$ cat config.mk
export PLATFORM = sky130hd
export DESIGN_NAME = crc4_rx_check
export DESIGN_NICKNAME = d
export VERILOG_FILES = /design/src/rtl/spi_crc_pkg.sv /design/src/rtl/crc_ser_acc.sv /design/src/rtl/crc4_rx_check.sv
export SDC_FILE = /design/constraint.sdc
export NUM_CORES = 1
export LEC_CHECK = 0
export CAP_MARGIN = 20
export CELL_PAD_IN_SITES_DETAIL_PLACEMENT = 0
export CELL_PAD_IN_SITES_GLOBAL_PLACEMENT = 2
export CORE_ASPECT_RATIO = 0.75
export CORE_MARGIN = 4
export CORE_UTILIZATION = 34
export DETAILED_ROUTE_END_ITERATION = 10
export MAX_ROUTING_LAYER = met4
export PLACE_DENSITY_LB_ADDON = 0.12
export SETUP_SLACK_MARGIN = 0.2
export SLEW_MARGIN = 20
export SYNTH_ARGS = -nofsm -noshare
export SYNTH_HDL_FRONTEND = slang
export SYNTH_SLANG_ARGS = --single-unit
$ cat constraint.sdc
create_clock -name i_clk -period 1.95 [get_ports i_clk]
set_input_delay 0.195 -clock i_clk [delete_from_list [all_inputs] [get_ports i_clk]]
set_output_delay 0.195 -clock i_clk [all_outputs]
set_load 0.005 [all_outputs]
$ cat src/rtl/spi_crc_pkg.sv
// Shared CRC definitions for the SPI exe unit: FSM state type, default widths and
// the bit-serial CRC step used by both transmit and receive sides.
package spi_crc_pkg;

  typedef enum logic [1:0] {IDLE, DATA, CRC, DONE} crc_rx_state_t;

  localparam int CRC_WCODE_DEF = 4;
  localparam int CRC_WPOLY_DEF = 4;

  // One data bit of the carry-less multiply; result masked to the wcrc-bit CRC field.
  function automatic logic [31:0] crc_step(input logic [31:0] acc, input logic b,
                                           input logic [31:0] poly, input int unsigned wcrc);
    logic [31:0] mask;
    mask = (32'd1 << wcrc) - 32'd1;
    return ((acc << 1) ^ (b ? poly : 32'd0)) & mask;
  endfunction

endpackage

$ cat src/rtl/crc_ser_acc.sv
// Bit-serial CRC accumulator: clears on i_clr, advances one data bit per i_en.
module crc_ser_acc
  import spi_crc_pkg::*;
#(
  parameter int WPOLY = CRC_WPOLY_DEF
) (
  input  logic             i_clk,
  input  logic             i_rst_n,
  input  logic             i_clr,
  input  logic             i_en,
  input  logic             i_bit,
  input  logic [WPOLY-1:0] i_poly,
  output logic [WPOLY-2:0] o_acc
);

  localparam int WCRC = WPOLY - 1;

  logic [WCRC-1:0] acc_q, acc_d;

  always_comb begin
    acc_d = acc_q;
    if (i_clr) begin
      acc_d = '0;
    end else if (i_en) begin
      acc_d = WCRC'(crc_step(32'(acc_q), i_bit, 32'(i_poly), WCRC));
    end
  end

  always_ff @(posedge i_clk or negedge i_rst_n) begin
    if (!i_rst_n) begin
      acc_q <= '0;
    end else begin
      acc_q <= acc_d;
    end
  end

  assign o_acc = acc_q;

endmodule

$ cat src/rtl/crc4_rx_check.sv
// Receive-side CRC checker: deserialises data+CRC fields, recomputes the CRC and flags
// mismatches once per frame. Optional error counter enabled by CRC_ERR_CNT_EN.
module crc4_rx_check
  import spi_crc_pkg::*;
#(
  parameter int WCODE = CRC_WCODE_DEF,
  parameter int WPOLY = CRC_WPOLY_DEF
) (
  input  logic             i_clk,
  input  logic             i_rst_n,
  input  logic [WPOLY-1:0] i_poly,
  input  logic             i_start,
  input  logic             i_bit_valid,
  input  logic             i_bit,
  output logic             o_busy,
  output logic             o_done,
  output logic             o_crc_err,
  output logic [WCODE-1:0] o_data,
  output logic [WPOLY-2:0] o_crc_rx,
  output logic [WPOLY-2:0] o_crc_calc,
`ifdef CRC_ERR_CNT_EN
  output logic [7:0]       o_err_cnt,
`endif
  output crc_rx_state_t    o_dbg_state
);

  localparam int WCRC = WPOLY - 1;
  localparam int CW   = $clog2(WCODE + WPOLY);

  // Bit handshake: a bit is consumed on any cycle with i_bit_valid=1 in DATA/CRC,
  // unless i_start is also high (start takes priority and the bit is dropped).
  crc_rx_state_t    state_q, state_d;
  logic [CW-1:0]    cnt_q, cnt_d;
  logic [WPOLY-1:0] poly_q, poly_d;
  logic [WCODE-1:0] data_sh_q, data_sh_d, data_q, data_d;
  logic [WCRC-1:0]  crc_sh_q, crc_sh_d, crc_rx_q, crc_rx_d, crc_calc_q, crc_calc_d;
  logic             err_q, err_d;
  logic [WCRC-1:0]  acc;
  logic             acc_clr, acc_en, take;

  assign take = i_bit_valid & ~i_start;

  always_comb begin
    state_d    = state_q;
    cnt_d      = cnt_q;
    poly_d     = poly_q;
    data_sh_d  = data_sh_q;
    crc_sh_d   = crc_sh_q;
    data_d     = data_q;
    crc_rx_d   = crc_rx_q;
    crc_calc_d = crc_calc_q;
    err_d      = err_q;
    acc_clr    = 1'b0;
    acc_en     = 1'b0;
    case (state_q)
      DATA: if (take) begin
        data_sh_d = WCODE'({data_sh_q, i_bit});
        acc_en    = 1'b1;
        if (cnt_q == CW'(WCODE - 1)) begin
          state_d = CRC;
          cnt_d   = '0;
        end else begin
          cnt_d = cnt_q + 1'b1;
        end
      end
      CRC: if (take) begin
        crc_sh_d = WCRC'({crc_sh_q, i_bit});
        if (cnt_q == CW'(WCRC - 1)) begin
          // Accumulator is final once the data field ends; capture the whole result here.
          state_d    = DONE;
          cnt_d      = '0;
          data_d     = data_sh_q;
          crc_rx_d   = crc_sh_d;
          crc_calc_d = acc;
          err_d      = (crc_sh_d != acc);
        end else begin
          cnt_d = cnt_q + 1'b1;
        end
      end
      DONE:    state_d = IDLE;
      default: state_d = IDLE;
    endcase
    if (i_start) begin
      state_d   = DATA;
      cnt_d     = '0;
      poly_d    = i_poly;
      data_sh_d = '0;
      crc_sh_d  = '0;
      acc_clr   = 1'b1;
    end
  end

  always_ff @(posedge i_clk or negedge i_rst_n) begin
    if (!i_rst_n) begin
      state_q    <= IDLE;
      cnt_q      <= '0;
      poly_q     <= '0;
      data_sh_q  <= '0;
      crc_sh_q   <= '0;
      data_q     <= '0;
      crc_rx_q   <= '0;
      crc_calc_q <= '0;
      err_q      <= 1'b0;
    end else begin
      state_q    <= state_d;
      cnt_q      <= cnt_d;
      poly_q     <= poly_d;
      data_sh_q  <= data_sh_d;
      crc_sh_q   <= crc_sh_d;
      data_q     <= data_d;
      crc_rx_q   <= crc_rx_d;
      crc_calc_q <= crc_calc_d;
      err_q      <= err_d;
    end
  end

  crc_ser_acc #(.WPOLY(WPOLY)) u_acc (
    .i_clk   (i_clk),
    .i_rst_n (i_rst_n),
    .i_clr   (acc_clr),
    .i_en    (acc_en),
    .i_bit   (i_bit),
    .i_poly  (poly_q),
    .o_acc   (acc)
  );

`ifdef CRC_ERR_CNT_EN
  logic [7:0] err_cnt_q;

  always_ff @(posedge i_clk or negedge i_rst_n) begin
    if (!i_rst_n) begin
      err_cnt_q <= 8'h00;
    end else if (state_q == DONE && err_q && err_cnt_q != 8'hFF) begin
      err_cnt_q <= err_cnt_q + 8'h01;
    end
  end

  assign o_err_cnt = err_cnt_q;
`endif

  assign o_busy      = (state_q == DATA) || (state_q == CRC);
  assign o_done      = (state_q == DONE);
  assign o_crc_err   = o_done & err_q;
  assign o_data      = data_q;
  assign o_crc_rx    = crc_rx_q;
  assign o_crc_calc  = crc_calc_q;
  assign o_dbg_state = state_q;

endmodule

# After elaboration in Yosys (flattened, before gate mapping)
# Cells that the tools add are included.
[totals]
reg_bits = 28
in_bits = 9
output_inout_bits = 15
[op_classes]
addsub = 1
eq_ne = 10
muxes = 24
n_bitwise = 4
n_reduce_logical = 11
[ops]
columns = ["op", "count"]
rows = [
  ["$mux 3", 8],
  ["$mux 2", 8],
  ["$mux 4", 3],
  ["$ne 3x3->1 const B", 4],
  ["$reduce_bool 2->1", 4],
  ["$eq 3x2->1 const B", 2],
  ["$pmux 3 s2", 1],
  ["$reduce_and 3->1", 2],
  ["$eq 2x2->1 const B", 2],
  ["$pmux 2 s2", 1],
  ["$reduce_and 2->1", 2],
  ["$reduce_and 4->1", 1],
  ["$add 3x1->3 const B", 1],
  ["$mux 1", 3],
  ["$ne 3x3->1", 1],
  ["$reduce_bool 3->1", 1],
  ["$xor 3x3->3", 1],
  ["$and 1x1->1", 2],
  ["$eq 2x1->1 const B", 1],
  ["$logic_or 1x1->1", 1],
  ["$not 1->1", 1],
]

# Logic depth before layout (Yosys ltp)
[depth]
word_depth = 6
ltp_mapped = 7
depth_no_buf = 5

# Modules after synthesis
# A second synthesis with hierarchy kept.
[hier_totals]
hier_cells = 126
hier_area_um2 = 1493.9
[modules_own_cells]
columns = ["module", "n_inst", "cells_per_inst", "area_each_um2", "seq_area_each_um2"]
rows = [
  ["crc4_rx_check", 1, 112, 1330.0, 650.6],
  ["crc_ser_acc", 1, 14, 163.9, 75.1],
]

# Worst setup path after synthesis
# Ideal clock, no wire load.
[synth_timing]
path_kind = "register to register"
startpoint = "register state_q[0] (netlist: o_dbg_state[0])"
endpoint = "register err_q"
setup_time_ns = 0.125
t_arrival_ns = 1.528
required_ns = 1.825
path_slack_ns = 0.297
path_stages_with_launch = 8
synth_period_minus_slack_ns = 1.653
path_cell_list = "dfrtp_1 inv_1 ha_1 buf_2 nand2_2 nor3_4 buf_12 mux2_4"
[synth_between]
elab_chain_len = 2
[synth_lines]
columns = ["item", "line_no", "text"]
rows = [
  ["from (decl)", "crc4_rx_check.sv:32", "crc_rx_state_t state_q, state_d;"],
  ["from (signal assigned)", "crc4_rx_check.sv:105", "state_q <= state_d;"],
  ["$eq 2x2->1", "crc4_rx_check.sv:55", "case (state_q)"],
  ["$reduce_and 3->1 (no source line)", "n/a", ""],
  ["to (signal assigned)", "crc4_rx_check.sv:113", "err_q <= err_d;"],
  ["to (decl)", "crc4_rx_check.sv:37", "logic err_q, err_d;"],
]
# No other way between the ends.
# A chain may end at the register's enable or synchronous reset.

# Worst setup path after layout
[layout_timing]
startpoint = "register cnt_q[0]"
endpoint = "register crc_rx_q[1] (netlist: o_crc_rx[1])"
[layout_between]
elab_chain_len = 2
[layout_lines]
columns = ["item", "line_no", "text"]
rows = [
  ["from (decl)", "crc4_rx_check.sv:33", "logic [CW-1:0] cnt_q, cnt_d;"],
  ["from (signal assigned)", "crc4_rx_check.sv:106", "cnt_q <= cnt_d;"],
  ["$eq 3x2->1", "crc4_rx_check.sv:68", "if (cnt_q == CW'(WCRC - 1)) begin"],
  ["$reduce_and 3->1 (no source line)", "n/a", ""],
  ["to (signal assigned)", "crc4_rx_check.sv:111", "crc_rx_q <= crc_rx_d;"],
  ["to (decl)", "crc4_rx_check.sv:36", "logic [WCRC-1:0] crc_sh_q, crc_sh_d, crc_rx_q, crc_rx_d, crc_calc_q, crc_calc_d;"],
]
# No other way between the ends.

==> out/qor.txt <==
Clock transition at path regs = 0.09 ns
Outcome = finished clean
Layout Cells excl Fill = 202
ANT nets after route = 0
Synthesis-stage register bit count = 28
Core ar. = 3827 um2
Seq pwr share = 0.458
Pint = 1.113 mW
Final setup viols = 0
Nets = 168
Synthesized area per cell = 11.63 um2
Port bufs = 22
Vias in the first global route = 905
Switching part of the total = 0.3118
Mux cell area share after synthesis = 0.1467
Remaining global-route overflow = 0
Vias = 938
Synth Net Count = 137
Max cap viols = 0
Synth top area share = 0.4978
CP Capture Type = flip-flop
Adder-Cell Fraction of Synth Area = 0.06222
HPWL after DPL = 1887 um
Setup crit start kind = flip-flop
Setup TNS = 0 ns
Routed WL per cell = 13.73 um
Detailed Route WL = 2774 um
Post-layout minimum cycle time = 1.813 ns
Maximum VDD drop = 0.3445 mV
FFs w/ async S/R, synth = 1.000
Mapped Area = 1408 um2
Compound-cell area share of the yosys netlist = 0.08978
Area taken by multi-input logic gates = 658.1 um2
Row cnt = 19
Drt first pass iters = 4
Type of the tightest min-delay check = in -> async
Synth Area in XOR/XNOR = 0.03111
Largest cells by area after synthesis = dfrtp_1 50%, mux2_4 11%, ha_1 6.2%, mux2_2 4.0%, nand2_1 3.7%
Placed cell count = 194
CTS Sinks = 28
P&R area growth vs syn = 28.71%
CTS tree = yes
PwrDens = 892.7 nW/um2
Max-slew violation count = 0
Area leader, netlist = dfrtp_1
Total CTS buffers = 3
Final Cell Area = 1812 um2
Worst-Margin Slew = 0.3732 ns
Main flop type after synthesis = dfrtp_1
Share of layout cells above drive strength 1 = 0.2200
Slack of the critical path = 0.1371 ns
Die width = 82.30 um
Max Clock Freq = 551.6 MHz
Yosys Warn Count = 0
Longest Clk Path Bufs = 2
Syn Inst Count = 121
Share of total power in the clock network = 0.188
Iteration-0 DRC Markers = 41
First-pass GRT wire length = 4533 um
Drt drc = 0
Filler Cells Inserted = 353
Initial Util = 0.3678
Hold Fails Final Rpt = 0
Req. time, crit path = 2.11 ns
Pin count of the biggest net entering global routing = 29
Comb pwr share = 0.354
Relative slew slack = 0.7512
NetSw = 0.5042 mW
Total Routing Usage GR = 0.1178
Unrepaired setup endpoints after global routing = true
Yosys cell types = 33
Main combinational cell family by area after synthesis = multiplexers
# diodes = 0
Seq/Total Area, Yosys = 0.4978
Htree depth = 1
Chip Height = 63.72 um
Vias per inst = 4.644
Area of the die = 5244 um2
Crit path kind = reg -> reg
Placement Setup Slack = 0.2079 ns
Cts hold-fix bufs = 0
Ports = 24
Clk Latency, worst-skew pair = 0.27 ns
Critical Path AT = 1.98 ns
Final clock skew = 0.005577 ns
Initial antenna violation count = 0
DP Area = 1700 um2
Simple-gate share of the synthesized area = 0.1262
Clk root buf = clkbuf_8
Storage cell area = 700.7 um2
Commonest cells post-synth = 28 x dfrtp_1, 14 x nand2_1, 10 x mux2_4
Crit share post-route = 0.9297
Leakage = 0.7911 nW
Routability cong. = 0.7361
Post-synth EDFFs = 0
CP max FO = 5
Most numerous cell in the Yosys netlist = dfrtp_1
==> state kept, by name (all words and copies together), names as in the netlist <==
register / count
poly_q: 3
u_acc.o_acc: 3
o_dbg_state: 2
crc_sh_q: 2
o_crc_calc: 3
o_crc_rx: 3
err_q: 1
o_data: 4
cnt_q: 3
data_sh_q: 4
==> final timing paths <==
kind / from / to / slack [ns] / cells after the start
max: cnt_q[0]$_DFFE_PN0P_ / o_crc_rx[1]$_DFFE_PN0P_ / 0.14 / 6
max reg2reg: cnt_q[0]$_DFFE_PN0P_ / o_crc_rx[1]$_DFFE_PN0P_ / 0.14 / 6
min reg2reg: o_data[2]$_DFFE_PN0P_ / o_data[2]$_DFFE_PN0P_ / 0.52 / 1
min in group i_clk: o_data[2]$_DFFE_PN0P_ / o_data[2]$_DFFE_PN0P_ / 0.52 / 1
min: i_rst_n / o_dbg_state[1]$_DFFE_PN0P_ / 0.30 / 2
max in group asynchronous: i_rst_n / cnt_q[0]$_DFFE_PN0P_ / 1.37 / 2
==> per-stage QoR <==
step	hold WS, ns	utilization	power [mW]
2_1_floorplan	-0.1006	-	1.062
3_3_place_gp	0.4948	0.4443	1.258
3_5_place_dp	0.4931	0.4443	1.271
4_1_cts	0.3201	0.4567	1.586
5_1_grt	0.3306	0.4734	1.751
6_report	0.3049	0.4734	1.617
==> what timing repair did <==
action	CTS	global route
pin swaps	1	1
setup buffers	1	3
resized for setup	1	4
endpoints found under the setup margin	2	11
cloned	0	1
==> kinds of logic (layout without fill, tap and decap cells) <==
logic type,after synthesis,after routing
AOI/OAI and AO/OA,19,19
muxes,15,15
and+or+nand+nor,35,35
buffers and inverters,12,41
adders and majority gates,7,7
DFF,28,28
xor gates and xnor gates,5,5
==> layout make-up <==
class                      instances  area share
multi-input combinational         81      0.3633
clock buffer                       3     0.02279
inverter                           6     0.01243
timing repair buffer              32      0.1789
sequential                        28      0.3867
tap                               52     0.03591
==> routing by layer <==
layer,part of all wire,wire length (um),GRT usage
met1,0.49,1363,0.1623
met2,0.44,1230,0.1680
met3,0.058,162,0.03846
met4,0.0061,17,0.02490
met5,0,0,-
==> critical path, cell delays in order, from the launching register on <==
cell       delay (ns)
dfrtp_1          0.40
inv_2            0.09
ha_4             0.14
or2b_1           0.27
nor3_4           0.30
clkbuf_16        0.22
mux2_4           0.29
==> power by group through the flow <==
stage          sequential, mW  clock (mW)  combinational [mW]
6_report                0.740       0.305               0.573
5_1_grt                 0.755       0.345               0.651
4_1_cts                 0.736       0.320               0.529
3_5_place_dp            0.750           0               0.520
3_3_place_gp            0.745           0               0.512
2_1_floorplan           0.733           0               0.330
==> cell usage in the layout (no fill, tap or decap), types with 2 or more instances in the layout <==
master           instances
dfrtp_1                 28
clkdlybuf4s50_1         21
nand2_1                 14
mux2_4                  11
a21oi_1                  8
buf_4                    8
nor2_1                   6
ha_1                     6
inv_1                    5
mux2_2                   4
nand3_1                  4
xnor2_1                  3
clkbuf_8                 3
xor2_1                   2
a211oi_1                 2
nand3b_1                 2
o21bai_1                 2
No activity file was read; power rests on OpenSTA's default activity.
